[src/rtl/parking_pkg.sv]
// Shared types and sizing for the parking gate controller.
// Used by parking_gate_controller and free_space_finder.
package parking_pkg;

    localparam int unsigned NUM_SPACES = 8;
    localparam int unsigned SPACE_W    = 3;
    localparam int unsigned COUNT_W    = 4;

    typedef enum logic [2:0] {
        StIdle,
        StEntryOpen,
        StExitOpen,
        StEntryAck,
        StExitAck
    } gate_state_e;

    function automatic logic [COUNT_W-1:0] count_free(input logic [NUM_SPACES-1:0] occ);
        logic [COUNT_W-1:0] cnt;
        cnt = '0;
        for (int i = 0; i < NUM_SPACES; i++) begin
            if (!occ[i]) cnt = cnt + COUNT_W'(1);
        end
        return cnt;
    endfunction

endpackage

[src/rtl/free_space_finder.sv]
// Combinational search for the lowest-numbered free space in an occupancy map.
module free_space_finder
    import parking_pkg::*;
(
    input  logic [NUM_SPACES-1:0] occupancy,
    output logic [SPACE_W-1:0]    free_index,
    output logic                  found
);

    // Scan from the top so the lowest free index is the last one written.
    always_comb begin
        free_index = '0;
        found      = 1'b0;
        for (int i = NUM_SPACES - 1; i >= 0; i--) begin
            if (!occupancy[i]) begin
                free_index = SPACE_W'(i);
                found      = 1'b1;
            end
        end
    end

endmodule

[src/rtl/parking_gate_controller.sv]
// Entry/exit gate sequencer and occupancy owner for the 8-space lot.
// Optional macro PARK_STATS_EN adds saturating entry/reject counters.
module parking_gate_controller
    import parking_pkg::*;
#(
    parameter int unsigned          GATE_CYCLES    = 4,
    parameter logic [NUM_SPACES-1:0] INIT_OCCUPANCY = 8'h00
) (
    input  logic                  clk,
    input  logic                  rst_n,
    input  logic                  entry_req,
    input  logic                  exit_req,
    input  logic [SPACE_W-1:0]    exit_space,
    output logic                  entry_ack,
    output logic                  exit_ack,
    output logic                  entry_reject,
    output logic                  exit_err,
    output logic [SPACE_W-1:0]    park_number,
    output logic                  entry_gate,
    output logic                  exit_gate,
    output logic [NUM_SPACES-1:0] occupancy,
    output logic [COUNT_W-1:0]    free_count,
    output logic                  full
`ifdef PARK_STATS_EN
    ,
    output logic [15:0]           total_entries,
    output logic [15:0]           total_rejects
`endif
);

    gate_state_e           state_q, state_d;
    logic [NUM_SPACES-1:0] occupancy_q, occupancy_d;
    logic [COUNT_W-1:0]    free_count_q, free_count_d;
    logic                  full_q, full_d;
    logic [SPACE_W-1:0]    park_number_q, park_number_d;
    logic [7:0]            timer_q, timer_d;
    logic                  entry_reject_q, entry_reject_d;
    logic                  exit_err_q, exit_err_d;

    logic [SPACE_W-1:0]    free_index;
    logic                  free_found;

    free_space_finder u_finder (
        .occupancy  (occupancy_q),
        .free_index (free_index),
        .found      (free_found)
    );

    always_ff @(posedge clk or negedge rst_n) begin
        if (!rst_n) begin
            state_q        <= StIdle;
            occupancy_q    <= INIT_OCCUPANCY;
            free_count_q   <= count_free(INIT_OCCUPANCY);
            full_q         <= &INIT_OCCUPANCY;
            park_number_q  <= '0;
            timer_q        <= '0;
            entry_reject_q <= 1'b0;
            exit_err_q     <= 1'b0;
        end else begin
            state_q        <= state_d;
            occupancy_q    <= occupancy_d;
            free_count_q   <= free_count_d;
            full_q         <= full_d;
            park_number_q  <= park_number_d;
            timer_q        <= timer_d;
            entry_reject_q <= entry_reject_d;
            exit_err_q     <= exit_err_d;
        end
    end

    always_comb begin
        state_d        = state_q;
        occupancy_d    = occupancy_q;
        park_number_d  = park_number_q;
        timer_d        = timer_q;
        entry_reject_d = entry_reject_q;
        exit_err_d     = exit_err_q;

        unique case (state_q)
            StIdle: begin
                // Exit wins a tie: it frees capacity the waiting entry may need.
                if (exit_req) begin
                    if (occupancy_q[exit_space]) begin
                        occupancy_d[exit_space] = 1'b0;
                        timer_d                 = 8'(GATE_CYCLES);
                        state_d                 = StExitOpen;
                    end else begin
                        exit_err_d = 1'b1;
                        state_d    = StExitAck;
                    end
                end else if (entry_req) begin
                    if (free_found) begin
                        occupancy_d[free_index] = 1'b1;
                        park_number_d           = free_index;
                        timer_d                 = 8'(GATE_CYCLES);
                        state_d                 = StEntryOpen;
                    end else begin
                        entry_reject_d = 1'b1;
                        state_d        = StEntryAck;
                    end
                end
            end
            StEntryOpen: begin
                if (timer_q == 8'd1) state_d = StEntryAck;
                else                 timer_d = timer_q - 8'd1;
            end
            StExitOpen: begin
                if (timer_q == 8'd1) state_d = StExitAck;
                else                 timer_d = timer_q - 8'd1;
            end
            StEntryAck: begin
                if (!entry_req) begin
                    entry_reject_d = 1'b0;
                    state_d        = StIdle;
                end
            end
            StExitAck: begin
                if (!exit_req) begin
                    exit_err_d = 1'b0;
                    state_d    = StIdle;
                end
            end
            default: state_d = StIdle;
        endcase

        free_count_d = count_free(occupancy_d);
        full_d       = &occupancy_d;
    end

    assign entry_ack    = (state_q == StEntryAck);
    assign exit_ack     = (state_q == StExitAck);
    assign entry_gate   = (state_q == StEntryOpen);
    assign exit_gate    = (state_q == StExitOpen);
    assign entry_reject = entry_reject_q;
    assign exit_err     = exit_err_q;
    assign park_number  = park_number_q;
    assign occupancy    = occupancy_q;
    assign free_count   = free_count_q;
    assign full         = full_q;

`ifdef PARK_STATS_EN
    logic        entry_accepted, entry_rejected;
    logic [15:0] entries_q, rejects_q;

    assign entry_accepted = (state_q == StIdle) && (state_d == StEntryOpen);
    assign entry_rejected = (state_q == StIdle) && (state_d == StEntryAck);

    always_ff @(posedge clk or negedge rst_n) begin
        if (!rst_n) begin
            entries_q <= '0;
            rejects_q <= '0;
        end else begin
            if (entry_accepted && (entries_q != 16'hFFFF)) entries_q <= entries_q + 16'd1;
            if (entry_rejected && (rejects_q != 16'hFFFF)) rejects_q <= rejects_q + 16'd1;
        end
    end

    assign total_entries = entries_q;
    assign total_rejects = rejects_q;
`endif

endmodule
[config.mk]
export PLATFORM = sky130hd
export DESIGN_NAME = parking_gate_controller
export DESIGN_NICKNAME = d
export VERILOG_FILES = /design/src/rtl/parking_pkg.sv /design/src/rtl/free_space_finder.sv /design/src/rtl/parking_gate_controller.sv
export SDC_FILE = /design/constraint.sdc
export NUM_CORES = 1
export LEC_CHECK = 0
export BUFFER_PORTS_ARGS = -buffer_cell sky130_fd_sc_hd__buf_4
export CORE_MARGIN = 1
export CORE_UTILIZATION = 52
export CTS_CLUSTER_SIZE = 28
export DETAILED_ROUTE_END_ITERATION = 8
export HOLD_SLACK_MARGIN = 0.12
export MAX_ROUTING_LAYER = met4
export PLACE_DENSITY = 0.73
export SLEW_MARGIN = 20
export SYNTH_ARGS = -nofsm -noshare
export SYNTH_HDL_FRONTEND = slang
export SYNTH_HIERARCHICAL = 1
export SYNTH_SLANG_ARGS = --single-unit
[constraint.sdc]
create_clock -name clk -period 12.4 [get_ports clk]
set_input_delay 1.24 -clock clk [delete_from_list [all_inputs] [get_ports clk]]
set_output_delay 1.24 -clock clk [all_outputs]
set_load 0.1 [all_outputs]
==> out/metrics.yaml, run 1 <==
fp.dieW_um: 67.9
crit_top_cell: "ha_1"
dpl.hpwl_mm: 3.67
cts.sinks: 29
critPathLaunchType: "input pin"
place_congestion: 0.885
grt_max_degree: 30
drive_gt1_share_pct: 20.1
vias_per_cell: 5.87
first_pass_iters: 4
crit_path_end_kind: "flop"
slew_viol_final: 0
cts-root-buf: "clkbuf_8"
drtIter0Drc: 128
dieArea_um2: 4610
final_cell_count_no_fill: 334
initial_utilization_pct: 55.3
fin_crit_sh_pct: 47.1
synthTopCellsByArea: "dfrtp_1 31%, ha_1 5.5%, nand2_1 4.8%"
htreeDepth: 2
grt_pass1_vias: 1856
io_buffers: 28
hold_viol: 0
synth_nets: 274
diodes: 0
yosys_register_bits: 29
ctsHoldBuffers: 0
rows: 23
setup_violations: 0
yosysSeqAreaShare_pct: 32.2
crit_buf_inv: 3
synth_cell_types: 65
crit_path_max_incr_delay_ps: 430
path_max_fanout: 7
grt_pass1_wl_mm: 8.24
drv_cap: 0
postCtsSetupRepairBufs: 0
num_vias: 1961
ys_warn_count: 6
tightest_slew_ps: 686
status: "complete, no violations"
fin_nets: 300
syn2layout_area_growth_pct: 14.8
syn_area_um2: 2260
clk_latency_ps: 280
ys.flop_type: "dfrtp_1"
cts_buffers: 5
drt_wl_total_mm: 4.86
die_h_um: 67.9
fmax_mhz: 171
hp-class: "reg2reg"
grt_antenna_before_repair: 0
yosysTopAreaCellShare_pct: 31.0
fin_tns_setup_ps: 0
crit_slowest_cell: "ha_1"
synthCells: 257
synth_edf_count: 0
ant_nets: 0
rsz0062_at_grt: "false"
cts_buffer_depth: 2
yosysMostFrequentCell: "nand2_1"
slew_headroom_pct: 53.7
cts_tree: "yes"
grt_overflow: 0
postSynthAreaPerCell_um2: 8.79
core-area_um2: 4090
criticalPathCategory: "in2reg"
ys_async_sr_fraction_pct: 100
fin_worst_skew_ps: 5.70
hold_ws_ps: 486
timing.critical_path.arrival_ps: 5980
cts_resized: 0
cp.required_ps: 12550
path_cells: "buf_4 -> nor2b_1 -> a22oi_1 -> and4_2 -> a21oi_1 -> inv_1 -> ha_1 -> xnor2_4 -> xnor2_1 -> ha_1 -> or3_1 -> o211ai_1 -> xor2_1 -> o211a_1 -> inv_1 -> ha_1 -> nand2_1 -> o21ai_0 -> ha_1 -> nand2_1 -> xnor2_1 -> xor3_1"
ys_top_cells_by_count: "29 x nand2_1, 28 x dfrtp_1, 24 x nor2_1, 15 x inv_1, 14 x a21oi_1"
dp.cells: 326
min_period_ps: 5840
wl_per_cell_um: 14.5
synth_largest_area_cell: "dfrtp_1"
io_pins: 29
drcViolationCount: 0
groute.usage.overall_pct: 24.1
cts.clk_slew.worst_paths_ps: 60
cpLargestDelayFamily: "adder cells"
-- cell type report --
type,count,area (µm²)
multi-input combinational,203,1410
inverter,16,65.1
clock buffer,7,86.3
fill,360,1490
tap,50,62.6
timing repair buffer,28,210
sequential,29,727
clock inverter,1,30.0
-- stage by stage --
stage               instance area (µm²)  util (%)  setup WS (ps)
floorplan                          2260         -           6640
global placement                   2480      60.7           6450
detailed placement                 2480      60.7           6290
CTS                                2590      63.5           6560
global route                       2590      63.5           6170
finish                             2590      63.5           6560
-- worst reg2reg max path, stage by stage, from the launching register on --
cell and delay (ps):
dfrtp_1 490, nand4_1 150, or3_1 380, and3b_1 210, and3_1 240, a21oi_1 200, a21oi_1 120, inv_1 110
ha_1 340, xnor2_4 230, xnor2_1 310, ha_1 310, or3_1 370, o211ai_1 100, xor2_1 160, o211a_1 200
inv_1 60, ha_1 280, nand2_1 50, o21ai_0 140, ha_1 250, nand2_1 70, xnor2_1 120, xor3_1 230
-- sequential cells by signal (all words and copies together), names as in the netlist --
| register | flops |
|---|---|
| occupancy | 8 |
| timer_q | 8 |
| exit_err | 1 |
| free_count | 4 |
| state_q | 3 |
| park_number | 3 |
| full | 1 |
| entry_reject | 1 |
-- per-layer routing --
layer	vias to the layer above	share of wire [%]	wire length [µm]	global-route usage, %
li1	978	-	-	-
met1	941	45	2200	29.3
met2	38	50	2430	40.6
met3	4	3.7	179	3.67
met4	0	1.0	49	8.07
met5	-	0	0	-
-- cells in the final DEF, fill, tap and decap left out, types with 3 or more instances in the layout --
master / n
xnor2_1: 11
a21oi_1: 14
xor2_1: 3
mux2i_1: 5
a211oi_1: 3
clkbuf_8: 6
nand4_1: 3
nor3_1: 4
and2_1: 3
o21ai_0: 11
o22ai_1: 3
nor2_1: 24
a21o_1: 6
mux2_2: 3
inv_1: 15
nand3_1: 6
a31oi_1: 5
dfrtp_1: 28
ha_1: 10
nor3b_1: 3
nor4_1: 3
buf_4: 28
nor2b_1: 6
and3_1: 6
nand2_1: 29
-- logic make-up after synthesis --
| family | share of synthesized area, % |
|---|---|
| flops | 32.2 |
| simple gates | 23.1 |
| mux | 3.71 |
| compound gates | 20.8 |
| fa+ha+maj | 5.54 |
| xor+xnor | 9.41 |
| buf+inv | 5.26 |
-- path summary, 6_finish.rpt --
path,startpoint,to,slack (ps),depth (start not counted)
worst max-delay path,exit_space[2],free_count[2],6560,22
worst min-delay path,timer_q[6],timer_q[6],490,1
worst max register to register,occupancy[0],free_count[2],7170,23
worst min register to register,timer_q[6],timer_q[6],490,1
max in group asynchronous,rst_n,free_count[3],11200,1
min in group asynchronous,rst_n,exit_err,880,1
Power of run 1 is left out: the tool's default activity adds up to more than one toggle a clock period on the data nets, which glitch-free logic cannot reach.
==> run 2: changes to the inputs <==
clock period = 6.05 ns   (was 12.4 ns; I/O delays follow)
==> out/metrics.yaml, run 2 (synthesized netlist as in run 1, its figures left out) <==
fin_tns_setup_ps: 0  # unchanged
diodes: 0  # unchanged
dpl.hpwl_mm: 3.72  # was 3.67 mm
slew_headroom_pct: 51.6  # was 53.7%
cts_buffers: 5  # unchanged
clk_latency_ps: 280  # about the same
drv_cap: 0  # unchanged
criticalPathCategory: "reg2reg"  # was in2reg
path_cells: "nand4_1 -> or3_1 -> and3b_1 -> and3_1 -> a21oi_1 -> a21oi_1 -> inv_1 -> ha_1 -> xnor2_4 -> xnor2_1 -> ha_1 -> or3_1 -> o211ai_1 -> xor2_1 -> o211a_1 -> inv_1 -> ha_1 -> nand2_1 -> o21ai_0 -> ha_1 -> nand2_1 -> xnor2_1 -> xor3_1"  # was buf_4 -> nor2b_1 -> a22oi_1 -> and4_2 -> a21oi_1 -> inv_1 -> ha_1 -> xnor2_4 -> xnor2_1 -> ha_1 -> or3_1 -> o211ai_1 -> xor2_1 -> o211a_1 -> inv_1 -> ha_1 -> nand2_1 -> o21ai_0 -> ha_1 -> nand2_1 -> xnor2_1 -> xor3_1
crit_path_max_incr_delay_ps: 490  # was 430 ps
grt_pass1_vias: 1819  # was 1856
first_pass_iters: 4  # unchanged
drive_gt1_share_pct: 20.1  # unchanged
place_congestion: 0.885  # unchanged
rsz0062_at_grt: "false"  # unchanged
fin_worst_skew_ps: 5.84  # was 5.70 ps
crit_path_end_kind: "flop"  # unchanged
syn2layout_area_growth_pct: 14.8  # unchanged
setup_violations: 0  # unchanged
cpLargestDelayFamily: "simple AND/OR/NAND/NOR gates"  # was adder cells
rows: 23  # unchanged
fin_crit_sh_pct: 86.6
min_period_ps: 5240
layout_commonest_cell: "nand2_1"  # unchanged
crit_slowest_cell: "dfrtp_1"  # was ha_1
grt_overflow: 0  # unchanged
rrSetupSlack_ps: 810  # was 7170 ps
cts_tree: "yes"  # unchanged
path_max_fanout: 8  # was 7
most-common-layout-cells: "29 x nand2_1, 28 x dfrtp_1, 28 x buf_4, 24 x nor2_1, 15 x inv_1"  # unchanged
postCtsSetupRepairBufs: 0  # unchanged
groute.usage.overall_pct: 24.0  # was 24.1%
fp.dieW_um: 67.9  # unchanged
io_buffers: 28  # unchanged
fin_nets: 300  # unchanged
tightest_slew_ps: 716  # was 686 ps
crit_top_cell: "ha_1"  # unchanged
cts_resized: 0  # unchanged
crit_buf_inv: 2  # was 3
io_pins: 29  # unchanged
critPathLaunchType: "flop"  # was input pin
initial_utilization_pct: 55.3  # unchanged
timing.critical_path.arrival_ps: 5390  # was 5980 ps
cp.required_ps: 6200  # was 12550 ps
cts.clk_slew.worst_paths_ps: 60  # about the same
ctsHoldBuffers: 0  # unchanged
cts.sinks: 29  # unchanged
die_h_um: 67.9  # unchanged
grt_pass1_wl_mm: 8.05  # was 8.24 mm
ant_nets: 0  # unchanged
dieArea_um2: 4610  # unchanged
grt_max_degree: 30  # unchanged
fmax_mhz: 191
htreeDepth: 2  # unchanged
drcViolationCount: 0  # unchanged
hp-class: "in2async"  # was reg2reg
cts-root-buf: "clkbuf_8"  # unchanged
num_vias: 1950  # was 1961
status: "complete, no violations"  # unchanged
wl_per_cell_um: 14.3  # was 14.5 µm
vias_per_cell: 5.84  # was 5.87
drtIter0Drc: 92  # was 128
slew_viol_final: 0  # unchanged
drt_wl_total_mm: 4.78  # was 4.86 mm
core-area_um2: 4090  # unchanged
hold_viol: 0  # unchanged
grt_antenna_before_repair: 0  # unchanged
fillers: 361  # was 360
cts_buffer_depth: 2  # unchanged
-- run 2: cell counts in the layout (fill, tap and decap cells not counted) --
Identical to the previous run, type by type.
-- run 2: path summary, 6_finish.rpt --
check	startpoint	end	cells past startpoint
max	occupancy[0]	free_count[2]	23
min	rst_n	exit_err	1
max reg2reg	occupancy[0]	free_count[2]	23
min reg2reg	park_number[0]	park_number[0]	1
max in group asynchronous	rst_n	free_count[3]	1
min in group clk	park_number[0]	park_number[0]	1
-- run 2: per-stage QoR --
stage | area (µm²) | instances | worst slack [ps] | hold slack [ps] | util (%)
2_1_floorplan | 2260 | 257 | 499 | 309 | -
3_3_place_gp | 2480 | 326 | 735 | 468 | 60.7
3_5_place_dp | 2480 | 326 | 557 | 467 | 60.7
4_1_cts | 2590 | 334 | 815 | 257 | 63.5
5_1_grt | 2590 | 334 | 404 | 270 | 63.5
6_report | 2590 | 334 | 810 | 244 | 63.5
-- run 2: routing by layer --
| layer | global-route usage [%] | wire [µm] | vias up |
|---|---|---|---|
| met1 | 28.4 | 2140 | 913 |
| met5 | - | 0 | - |
| li1 | - | - | 975 |
| met3 | 5.17 | 230 | 8 |
| met4 | 8.85 | 72 | 0 |
| met2 | 40.0 | 2340 | 54 |
-- run 2: layout make-up --
class / count / area (µm²) / area share, %
multi-input combinational: 203 / 1410 / 54.5
sequential: 29 / 727 / 28.0
timing repair buffer: 28 / 210 / 8.10
clock buffer: 7 / 86.3 / 3.33
inverter: 16 / 65.1 / 2.51
tap: 50 / 62.6 / 2.41
clock inverter: 1 / 30.0 / 1.16
Power of run 2 is left out for the same reason.
